==> config.mk <==
export PLATFORM = sky130hd
export DESIGN_NAME = button_event_parser
export DESIGN_NICKNAME = d
export VERILOG_FILES = /design/src/rtl/button_parse_pkg.sv /design/src/rtl/debounce_channel.sv /design/src/rtl/button_event_parser.sv
export SDC_FILE = /design/constraint.sdc
export NUM_CORES = 1
export LEC_CHECK = 0
export CORE_AREA = 2 2 67 69
export DETAILED_ROUTE_END_ITERATION = 8
export DIE_AREA = 0 0 69 71
export PLACE_DENSITY = 0.66
export SYNTH_ARGS = -nofsm -noshare
export SYNTH_HDL_FRONTEND = slang
export SYNTH_SLANG_ARGS = --single-unit
export TNS_END_PERCENT = 1
==> constraint.sdc <==
create_clock -name clk -period 7.4 [get_ports clk]
set_input_delay 1.11 -clock clk [delete_from_list [all_inputs] [get_ports clk]]
set_output_delay 1.11 -clock clk [all_outputs]
set_load 0.02 [all_outputs]
==> src/rtl/button_parse_pkg.sv <==
// Shared definitions for the button event parser: long-press FSM encoding,
// default 125 MHz timing constants and a counter-width helper.
package button_parse_pkg;

    typedef enum logic [1:0] {
        IDLE = 2'd0,
        HELD = 2'd1,
        LONG = 2'd2
    } lp_state_e;

    localparam int unsigned DEF_WIDTH          = 1;
    localparam int unsigned DEF_SAMPLE_CNT_MAX = 62500;  // 500 us at 125 MHz
    localparam int unsigned DEF_PULSE_CNT_MAX  = 200;
    localparam int unsigned DEF_LONG_CNT_MAX   = 2000;

    // Width of a counter holding 0..n-1, never narrower than one bit.
    function automatic int unsigned cnt_w(input int unsigned n);
        return (n > 1) ? $clog2(n) : 1;
    endfunction

endpackage

==> src/rtl/debounce_channel.sv <==
// One button channel: saturating debounce counter on the shared sample tick,
// edge detect on the debounced level, and the one-shot long-press FSM.
module debounce_channel
    import button_parse_pkg::*;
#(
    parameter int unsigned PULSE_CNT_MAX = DEF_PULSE_CNT_MAX,
    parameter int unsigned LONG_CNT_MAX  = DEF_LONG_CNT_MAX
) (
    input  logic clk,
    input  logic rst_n,
    input  logic tick_i,
    input  logic sync_i,
    output logic debounced_o,
    output logic press_o,
    output logic release_o,
    output logic long_o
);

    localparam int unsigned CW = cnt_w(PULSE_CNT_MAX + 1);
    localparam int unsigned HW = cnt_w(LONG_CNT_MAX);
    localparam logic [CW-1:0] CNT_TOP  = CW'(PULSE_CNT_MAX);
    localparam logic [HW-1:0] HOLD_TOP = HW'(LONG_CNT_MAX - 1);

    logic [CW-1:0] cnt_q, cnt_d;
    logic          deb_q;
    logic          deb_next;
    lp_state_e     state_q, state_d;
    logic [HW-1:0] hold_q, hold_d;
    logic          long_q, long_d;

    // Debounce counter: count high ticks up to the threshold, any low tick clears.
    always_comb begin
        cnt_d = cnt_q;
        if (tick_i) begin
            if (!sync_i)
                cnt_d = '0;
            else if (cnt_q != CNT_TOP)
                cnt_d = cnt_q + 1'b1;
        end
    end

    // Level decoded straight from the register, so it cannot glitch.
    assign debounced_o = (cnt_q == CNT_TOP);
    assign deb_next    = (cnt_d == CNT_TOP);
    assign press_o     = debounced_o & ~deb_q;
    assign release_o   = ~debounced_o & deb_q;
    assign long_o      = long_q;

    // Long-press next state; a release landing on the threshold tick suppresses the pulse.
    always_comb begin
        state_d = state_q;
        hold_d  = hold_q;
        long_d  = 1'b0;
        case (state_q)
            IDLE: begin
                if (press_o) begin
                    state_d = HELD;
                    hold_d  = '0;
                end
            end
            HELD: begin
                if (release_o) begin
                    state_d = IDLE;
                end else if (tick_i) begin
                    if (hold_q == HOLD_TOP) begin
                        if (deb_next) begin
                            state_d = LONG;
                            long_d  = 1'b1;
                        end
                    end else begin
                        hold_d = hold_q + 1'b1;
                    end
                end
            end
            LONG: begin
                if (release_o)
                    state_d = IDLE;
            end
            default: state_d = IDLE;
        endcase
    end

    // Channel state registers; reset clears everything so no pulse follows reset.
    always_ff @(posedge clk) begin
        if (!rst_n) begin
            cnt_q   <= '0;
            deb_q   <= 1'b0;
            state_q <= IDLE;
            hold_q  <= '0;
            long_q  <= 1'b0;
        end else begin
            cnt_q   <= cnt_d;
            deb_q   <= debounced_o;
            state_q <= state_d;
            hold_q  <= hold_d;
            long_q  <= long_d;
        end
    end

endmodule

==> src/rtl/button_event_parser.sv <==
// Button event parser top: owns the shared sample-tick counter and one
// debounce_channel per synchronized button bit.
module button_event_parser
    import button_parse_pkg::*;
#(
    parameter int unsigned WIDTH          = DEF_WIDTH,
    parameter int unsigned SAMPLE_CNT_MAX = DEF_SAMPLE_CNT_MAX,
    parameter int unsigned PULSE_CNT_MAX  = DEF_PULSE_CNT_MAX,
    parameter int unsigned LONG_CNT_MAX   = DEF_LONG_CNT_MAX
) (
    input  logic             clk,
    input  logic             rst_n,
    input  logic [WIDTH-1:0] sync_signal,
    output logic [WIDTH-1:0] debounced,
    output logic [WIDTH-1:0] press_pulse,
    output logic [WIDTH-1:0] release_pulse,
    output logic [WIDTH-1:0] long_pulse
);

    localparam int unsigned SW = cnt_w(SAMPLE_CNT_MAX);
    localparam logic [SW-1:0] SMP_TOP = SW'(SAMPLE_CNT_MAX - 1);

    logic [SW-1:0] smp_q, smp_d;
    logic          tick;

    assign tick  = (smp_q == SMP_TOP);
    assign smp_d = tick ? '0 : smp_q + 1'b1;

    // Free-running sample counter; tick marks its last count before wrap.
    always_ff @(posedge clk) begin
        if (!rst_n)
            smp_q <= '0;
        else
            smp_q <= smp_d;
    end

    for (genvar i = 0; i < WIDTH; i++) begin : g_ch
        debounce_channel #(
            .PULSE_CNT_MAX (PULSE_CNT_MAX),
            .LONG_CNT_MAX  (LONG_CNT_MAX)
        ) u_ch (
            .clk         (clk),
            .rst_n       (rst_n),
            .tick_i      (tick),
            .sync_i      (sync_signal[i]),
            .debounced_o (debounced[i]),
            .press_o     (press_pulse[i]),
            .release_o   (release_pulse[i]),
            .long_o      (long_pulse[i])
        );
    end

endmodule

# After elaboration in Yosys (flattened, before gate mapping)
# Cells that the tools add are included.
# W data, S select, Z words.
# word_totals
inputBits	3
out_inout_bits	4
reg_bits	39
elab_cells	54
# classes
bitwise_logic	8
n_addsub	3
n_mux	16
n_eq_ne	15
reduce_logical	6
# op_table
cell	count
$mux W11	4
$mux W8	3
$pmux W11 S2	1
$add A16 B1 Y16 const B	1
$eq A16 B16 Y1 const B	1
$eq A8 B8 Y1 const B	2
$mux W2	6
$add A11 B1 Y11 const B	1
$eq A11 B11 Y1 const B	1
$ne A2 B2 Y1 const B	5
$reduce_and A5 Y1	2
$add A8 B1 Y8 const B	1
$ne A8 B8 Y1 const B	1
$ne A3 B2 Y1 const B	2
$not A1 Y1	6
$pmux W2 S3	1
$reduce_or A5 Y1	1
$ne A3 B3 Y1 const B	1
$and A1 B1 Y1	2
$eq A2 B1 Y1 const B	1
$eq A2 B2 Y1 const B	1
$logic_not A2 Y1	1
$reduce_bool A2 Y1	1
$reduce_or A2 Y1	1
$mux W1	1

# Depth between registers and ports, before layout
# Gate-level depths: netlist of run 1.
# depth
depth_word	10
ltp_mapped	11
depth_no_buf	10

# By module
# From an unflattened synthesis of run 1, not the netlist that was laid out.
# unflattened
hier_cells	233
hier_area_um2	2062.0
# by_module_without_submodules
module	seq_area_each_um2	instances	cells_per_inst	area_per_inst_um2
debounce_channel	460.4	1	154	1297.5
button_event_parser	320.3	1	79	764.5

# Least setup slack after synthesis of run 1
# Ideal clock, no wire load.
# synth_timing
kind	register to register
from	reg g_ch[0].u_ch.cnt_q[0]
to	reg g_ch[0].u_ch.hold_q[9]
path_stages_with_launch	12
synth_period_minus_slack_ps	2498
path_buffers	1
setup_ps	146
required_ps	7254
arrival_ps	2353
path_slack_ps	4902
path_cell_list	dfxtp_1 > inv_1 > ha_1 > nand4bb_4 > o21ai_4 > inv_2 > or4b_1 > a21o_1 > buf_6 > nor4_4 > xnor2_1 > nor2_1
# synth_between
elab_chain_len	5
word_cells_on_any_way	7
cone_classes	eq/ne: 3; bitwise: 3; reduce/logical: 1
# synth_lines
item	line_no	rtl
start: declaration	debounce_channel.sv:24	logic [CW-1:0] cnt_q, cnt_d;
start signal: assignment	debounce_channel.sv:92	cnt_q <= cnt_d;
$eq A8 B8 Y1	debounce_channel.sv:43	assign debounced_o = (cnt_q == CNT_TOP);
$not A1 Y1	debounce_channel.sv:46	assign release_o = ~debounced_o & deb_q;
$and A1 B1 Y1	debounce_channel.sv:46	
net release_pulse	button_event_parser.sv:16	output logic [WIDTH-1:0] release_pulse,
$ne A2 B2 Y1 (no source line)	n/a	
$reduce_and A5 Y1 (no source line)	n/a	
end signal: assignment	debounce_channel.sv:95	hold_q <= hold_d;
end: declaration	debounce_channel.sv:28	logic [HW-1:0] hold_q, hold_d;
# The timed path passes the listed nets, and every way through them passes these cells.
# A chain may end at the register's enable or synchronous reset.

# Final worst setup path of run 1
# layout_timing
from	reg g_ch[0].u_ch.cnt_q[0]
to	out debounced
# layout_between
elab_chain_len	1
# layout_lines
item	line_no	rtl
$eq A8 B8 Y1	debounce_channel.sv:43	
end: declaration	button_event_parser.sv:14	output logic [WIDTH-1:0] debounced,
# Every way passes these cells.

==> summary.md, run 1 <==
| Metric | Value |
|---|---|
| Upper clock frequency limit | `289 MHz` |
| Crit path max-delay family | `buffers and inverters` |
| Seq cells post-synth | `39` |
| Synth Area in XOR/XNOR | `under 10%` |
| CTS Hold Bufs | `0` |
| Vias in the first global route | `1498` |
| Setup Skew | `0.00635 ns` |
| Post-route cell area | `2210 um2` |
| PD cells | `165 nW/um2` |
| Port-buffer cells | `6` |
| Starting Density | `48.1%` |
| Multi-input gate area | `1170 um2` |
| Setup crit start kind | `flip-flop` |
| Synth async-reset ratio | `0%` |
| CP Capture Type | `output port` |
| CORE AREA | `4200 um2` |
| Most instantiated cells after synthesis | `39 x dfxtp_1, 27 x nor2_1, 21 x nand2_1` |
| Ratio of cells with drive above 1 in the final layout | `8.16%` |
| Most frequent CP cell | `inv_1` |
| Drt first pass iters | `4` |
| Area contributors post-synth | `dfxtp_1 39%, nor2_1 5.0%, xnor2_1 4.8%, nand3_1 4.2%, nand2_1 3.9%` |
| Initial drt markers | `80` |
| Vias | `1666` |
| DR DRC count | `0` |
| Reg-to-reg endpoint | `g_ch[0].u_ch.hold_q[7]` |
| P&R area growth vs syn | `9.28%` |
| Longest Clk Path Bufs | `2` |
| Synth Warn # | `0` |
| Flop-to-flop setup slack | `4.51 ns` |
| DP HPWL | `roughly 2.8 mm` |
| Netlist cell types | `49` |
| Detailed Route WL | `3.98 mm` |
| Synth Cell Area | `2020 um2` |
| Fin. max-slew vios | `0` |
| Compound-cell area share of the yosys netlist | `13.5%` |
| CTS Buf Count | `5` |
| Final setup fails | `0` |
| Hold Violations, Final | `0` |
| Wire per inst | `13.4 um` |
| CP required | `6.29 ns` |
| Synth Area in Simple Gates | `33.8%` |
| Syn avg cell area | `8.54 um2` |
| Total of max-cap violations | `0` |
| Met1 Use GR | `22.6%` |
| Outcome | `complete, no violations` |
| Met3 usage | `3.85%` |
| Least-Margin Pin Slew | `roughly 1.0 ns` |
| Area share of the largest cell type after synthesis | `38.6%` |
| CTS tree | `built` |
| Fin worst setup slack | `3.94 ns` |
| Resized Gates After CTS | `0` |
| Die X | `69 um` |
| Maximum fanout along the worst path | `9` |
| Nets | `251` |
| Crit-path cells | `inv_1 -> ha_1 -> nor4bb_1 -> nand2_1 -> inv_1 -> clkdlybuf4s50_1` |
| P_leak | `0.746 nW` |
| Pin count of the biggest net entering global routing | `23` |
| Post-route ant nets | `0` |
| FF-to-FF Start | `g_ch[0].u_ch.cnt_q[0]` |
| Critical Path Max Stage Delay | `about 0.63 ns` |
| Worst skew pair latency | `0.29 ns` |
| RSZ-0062 raised after global routing | `no` |
| Row Count | `24` |
| Worst reg2reg path depth | `10` |
| Crit share post-route | `46.7%` |
| Largest area contributor in the netlist | `dfxtp_1` |
| WS Path Type | `flip-flop to output port` |
| Total congestion overflow | `0` |
| Initial antenna violation count | `0` |
| Hold WS | `a little under 0.5 ns` |
| Postcts setup bufs | `0` |
| H-tree Lvls | `2` |
| Slowest cell on the critical path | `clkdlybuf4s50_1` |
| I/O Pins | `7` |
| GR Util met2 | `27.1%` |
| Largest family of logic cells by synthesized area | `simple AND/OR/NAND/NOR gates` |
| Reg area | `781 um2` |
| Min-delay src | `smp_q[0]` |
| Grt peak-use layer | `met2` |
| Buf+Inv Stages, Crit Path | `3` |
| Via/cell ratio | `5.61` |
| Primary FF master, synth | `dfxtp_1` |
| Type of the worst min-delay path | `flip-flop to flip-flop` |
| N_diodes | `0` |
| Final min period | `about 3.5 ns` |
| Clk slew on worst S/H paths | `0.08 ns` |
| Worst vdd ir | `0.000120 V` |
| Setup Total Neg Slack | `0 ns` |
| Slew HR | `30.2%` |
| Fillers | `about 420` |
| Sequential share of the synthesized area | `38.6%` |
| Total GRT Usage | `17.1%` |
| First-pass GRT wire length | `6.82 mm` |
| DP Area | `2120 um2` |
| Synthesized Nets | `244` |
| Proportion of synthesized area in mux cells | `0%` |
| Die Area | `between 4000 and 5000 um2` |
| Hold depth | `1` |
| Crit path DAT | `around 2.4 ns` |
| GPL Wtd Cong | `just over 0.8` |
| Pre-CTS setup slack | `between 4 and 5 ns` |
| Mapped Cells | `237` |
| Post-synth EDFFs | `0` |
| Clk sinks | `39` |
| WHS Endpoint | `smp_q[0]` |
| Synth Area in Adders | `2.47%` |
| Die extent in y | `71 um` |
| Root buf cell | `clkbuf_8` |
| Most common cell in the netlist | `dfxtp_1` |
| Critical Path Stages | `6` |
[per-layer routing]
layer	wire length (um)	vias to the layer above
met2	1720	24
met5	0	-
met3	133	7
li1	-	858
met4	68	0
met1	2050	777
[cell usage in the layout, fill, tap and decap left out, drive strengths merged, types with 2 or more instances in the layout]
cell | netlist | layout
nor3 | 4 | 4
xnor2 | 11 | 11
o22ai | 2 | 2
inv | 9 | 9
dfxtp | 39 | 39
ha | 4 | 4
nand4 | 6 | 6
o211ai | 3 | 3
clkbuf | 6 | 5
a22oi | 2 | 2
o31a | 2 | 2
a21boi | 2 | 2
a21oi | 7 | 7
o21ai | 13 | 13
or4b | 3 | 3
nor4 | 6 | 6
and2 | 3 | 3
nor4b | 2 | 2
clkdlybuf4s50 | 0 | 6
and3 | 7 | 7
nand3 | 17 | 17
or3 | 6 | 6
nor2b | 5 | 5
nor2 | 27 | 27
clkinvlp | 0 | 2
or4 | 2 | 2
nand2b | 4 | 4
nand2 | 21 | 21
xor2 | 8 | 8
[power by group]
part,leakage [nW],switching [mW],internal (mW),total (mW)
sequential,0.315,0.00135,0.211,0.212
combinational,0.392,0.00563,0.00354,0.00917
clock,0.0402,0.0772,0.0656,0.143
total,0.746,0.0842,0.280,0.364
[through the flow]
stage	utilization (%)	power, mW	instances
2_1_floorplan	-	0.223	237
3_3_place_gp	50.5	0.226	289
3_5_place_dp	50.5	0.227	289
4_1_cts	52.6	0.369	297
5_1_grt	52.6	0.379	297
6_report	52.6	0.364	297
[how the worst max path moves through the flow]
| stage | from | to | slack, ns |
|---|---|---|---|
| finish | g_ch[0].u_ch.cnt_q[0] | debounced | 3.94 |
| global route | g_ch[0].u_ch.cnt_q[0] | debounced | 3.77 |
| CTS | g_ch[0].u_ch.cnt_q[0] | debounced | 3.93 |
| detailed placement | sync_signal | g_ch[0].u_ch.state_q[0] | 4.09 |
| global placement | sync_signal | g_ch[0].u_ch.state_q[0] | 4.15 |
| floorplan | g_ch[0].u_ch.cnt_q[0] | g_ch[0].u_ch.hold_q[9] | 4.90 |
[sequential cells by signal, summed over array words and instances (netlist names)]
signal / flops
g_ch.u_ch.cnt_q: 8
g_ch.u_ch.long_o: 1
g_ch.u_ch.deb_q: 1
smp_q: 16
g_ch.u_ch.hold_q: 11
g_ch.u_ch.state_q: 2
[worst reg2reg max path: stages (launching register included)]
cell,delay [ns]
dfxtp_1,0.39
inv_1,0.11
ha_1,0.24
nand4bb_4,0.17
o21ai_4,0.22
inv_2,0.07
or4b_1,0.53
a21o_1,0.36
nor4_1,0.44
xnor2_1,0.16
nor2_1,0.05
[cell families after synthesis]
kind of cell | Yosys count
adders and majority gates | 4
AOI/OAI and AO/OA | 40
xor gates and xnor gates | 19
buffers and inverters | 16
and+or+nand+nor | 119
DFF | 39
[layout make-up]
cell class	count	area share [%]
repair buffers	7	3.06
multi-input cells	182	53.1
flip-flops and latches	39	35.3
inverters	9	1.53
well taps	52	2.94
clock inverters	3	0.905
clock buffers	5	3.11
No activity file was read; power rests on OpenSTA's default activity.
==> inputs of run 2 (changes only) <==
==> constraint.sdc (replaced) <==
create_clock -name clk -period 3.2 [get_ports clk]
set_input_delay 0.48 -clock clk [delete_from_list [all_inputs] [get_ports clk]]
set_output_delay 0.48 -clock clk [all_outputs]
set_load 0.02 [all_outputs]
==> run 2 against run 1 <==
Net effect: flip-flop and latch count unchanged; critical path depth did not move; sequential power increased by 130%; final area increased by 1.8%; via count increased by 0.66%; clock power grew to 2.9 times the previous value; critical path type unchanged; global-route usage grew 0.77 points; combinational power rose to 2.5 times the previous value; clock-buffer cell count unchanged; critical endpoint unchanged; hold slack got worse by 0.018 ns.
==> summary.md, run 2 (synthesized netlist as in run 1, its figures left out) <==
| Metric | Value |
|---|---|
| H-tree Lvls | `2 (unchanged)` |
| Final setup fails | `0 (unchanged)` |
| WS Path Type | `flip-flop to output port` |
| Fin. max-slew vios | `0 (unchanged)` |
| GPL Wtd Cong | `0.936 (+15%)` |
| P_leak | `0.774 nW (+3.7%)` |
| DR DRC count | `0 (unchanged)` |
| Type of the worst min-delay path | `flip-flop to flip-flop` |
| Die X | `69 um (unchanged)` |
| PD cells | `411 nW/um2 (+150%)` |
| Final min period | `between 2 and 3 ns` |
| Hold Violations, Final | `0 (unchanged)` |
| CTS tree | `built` |
| Setup Skew | `0.00356 ns (-0.00279 ns)` |
| Crit path DAT | `2.29 ns (-0.06 ns)` |
| Largest register FFs | `16 (unchanged)` |
| Outcome | `complete, no violations` |
| Wire per inst | `13.2 um (-1.5%)` |
| Post-route ant nets | `0 (unchanged)` |
| Root buf cell | `clkbuf_8` |
| Initial drt markers | `76 (-5.0%)` |
| Nets | `253 (+0.80%)` |
| Worst vdd ir | `0.000256 V (+110%)` |
| CP Capture Type | `output port` |
| Total GRT Usage | `17.9% (+0.77 points)` |
| Crit share post-route | `86.4%` |
| Most frequent cells in the layout | `39 x dfxtp_1, 27 x nor2_1, 21 x nand2_1, 17 x nand3_1, 12 x o21ai_0` |
| I/O Pins | `7 (unchanged)` |
| Initial antenna violation count | `0 (unchanged)` |
| Largest regs | `smp_q (16), g_ch.u_ch.hold_q (11), g_ch.u_ch.cnt_q (8)` |
| Vias | `1677 (+0.66%)` |
| CTS Hold Bufs | `0 (unchanged)` |
| RSZ-0062 raised after global routing | `no` |
| Slew HR | `61.0% (+31 points)` |
| CTS Buf Count | `5 (unchanged)` |
| CP required | `2.72 ns (-3.57 ns)` |
| Most common library cell in the layout ignoring fill and taps | `dfxtp_1` |
| Pwr Total | `926 uW (+150%)` |
| Port-buffer cells | `6 (unchanged)` |
| Postcts setup bufs | `0 (unchanged)` |
| DP HPWL | `2.76 mm (-2.0%)` |
| Worst skew pair latency | `0.29 ns (about the same)` |
| Detailed Route WL | `3.94 mm (-0.85%)` |
| Setup Total Neg Slack | `0 ns (unchanged)` |
| Clk slew on worst S/H paths | `0.08 ns (about the same)` |
| Least-Margin Pin Slew | `0.570 ns (-0.466 ns)` |
| Drt first pass iters | `4 (unchanged)` |
| Resized Gates After CTS | `0 (unchanged)` |
| Upper clock frequency limit | `362 MHz` |
| Pin count of the biggest net entering global routing | `22 (-4.3%)` |
| Most flops, register | `smp_q` |
| Total of max-cap violations | `0 (unchanged)` |
| Row Count | `24 (unchanged)` |
| Via/cell ratio | `5.61 (about the same)` |
| Total congestion overflow | `0 (unchanged)` |
| Clk sinks | `39 (unchanged)` |
| CORE AREA | `4200 um2 (unchanged)` |
| Ratio of cells with drive above 1 in the final layout | `8.91% (+0.74 points)` |
| Longest Clk Path Bufs | `2 (unchanged)` |
| Maximum fanout along the worst path | `9 (unchanged)` |
| Vias in the first global route | `1581 (+5.5%)` |
| Starting Density | `48.1% (unchanged)` |
| N_diodes | `0 (unchanged)` |
| P&R area growth vs syn | `11.2%` |
| Die Area | `4900 um2 (unchanged)` |
| Die extent in y | `71 um (unchanged)` |
| Setup crit start kind | `flip-flop` |
| First-pass GRT wire length | `7.10 mm (+4.0%)` |
run 2: area by class of cell:
| cell class | instances | area, um2 |
|---|---|---|
| Fill cell | 405 | 1950 |
| Multi-Input combinational cell | 182 | 1170 |
| Sequential cell | 39 | 781 |
| Timing Repair Buffer | 9 | 82.6 |
| Clock buffer | 5 | 68.8 |
| Tap cell | 52 | 65.1 |
| Clock inverter | 3 | 43.8 |
| Inverter | 9 | 33.8 |
run 2: final timing paths:
path,to,from,slack [ns],cells past startpoint
setup / recovery,debounced,g_ch[0].u_ch.cnt_q[0],0.43,6
hold / removal,smp_q[0],smp_q[0],0.47,1
setup reg to reg,g_ch[0].u_ch.hold_q[7],g_ch[0].u_ch.cnt_q[0],0.51,10
hold reg to reg,smp_q[0],smp_q[0],0.47,1
run 2: power by group:
part           total (mW)  internal (mW)  switching [mW]
registers           0.491          0.488         0.00313
logic              0.0232        0.00974          0.0134
clock network       0.411          0.232           0.179
run 2: stage by stage:
step	setup slack, ns	area, um2	hold slack (ns)	util, %	instances
5_1_grt	0.305	2250	0.500	53.5	299
6_report	0.435	2250	0.470	53.5	299
2_1_floorplan	0.702	2020	0.430	-	237
3_5_place_dp	0.505	2140	0.452	50.8	291
4_1_cts	0.408	2250	0.472	53.5	299
3_3_place_gp	0.524	2140	0.444	50.8	291
run 2: per-layer routing:
| layer | GRT usage, % | part of all wire [%] |
|---|---|---|
| met1 | 23.5 | 50 |
| met2 | 26.9 | 42 |
| met3 | 5.27 | 5.0 |
| met4 | 8.50 | 2.1 |
| met5 | 0 | 0 |
run 2: critical path, cell delays in order (launching register included):
cell and delay [ns]:
dfxtp_1 0.38, inv_1 0.10, ha_1 0.22, nor4bb_1 0.29, nand2_1 0.21, inv_1 0.17, clkdlybuf4s50_1 0.62
==> inputs of run 3 (changes only) <==
--- a/config.mk
+++ b/config.mk
@@ -9,6 +9,7 @@
 export DETAILED_ROUTE_END_ITERATION = 8
 export DIE_AREA = 0 0 69 71
 export PLACE_DENSITY = 0.66
+export SKIP_LAST_GASP = 1
 export SYNTH_ARGS = -nofsm -noshare
 export SYNTH_HDL_FRONTEND = slang
 export SYNTH_SLANG_ARGS = --single-unit
==> results of run 3 <==
The final DEF is identical to that of run 2; final timing and power are the same.
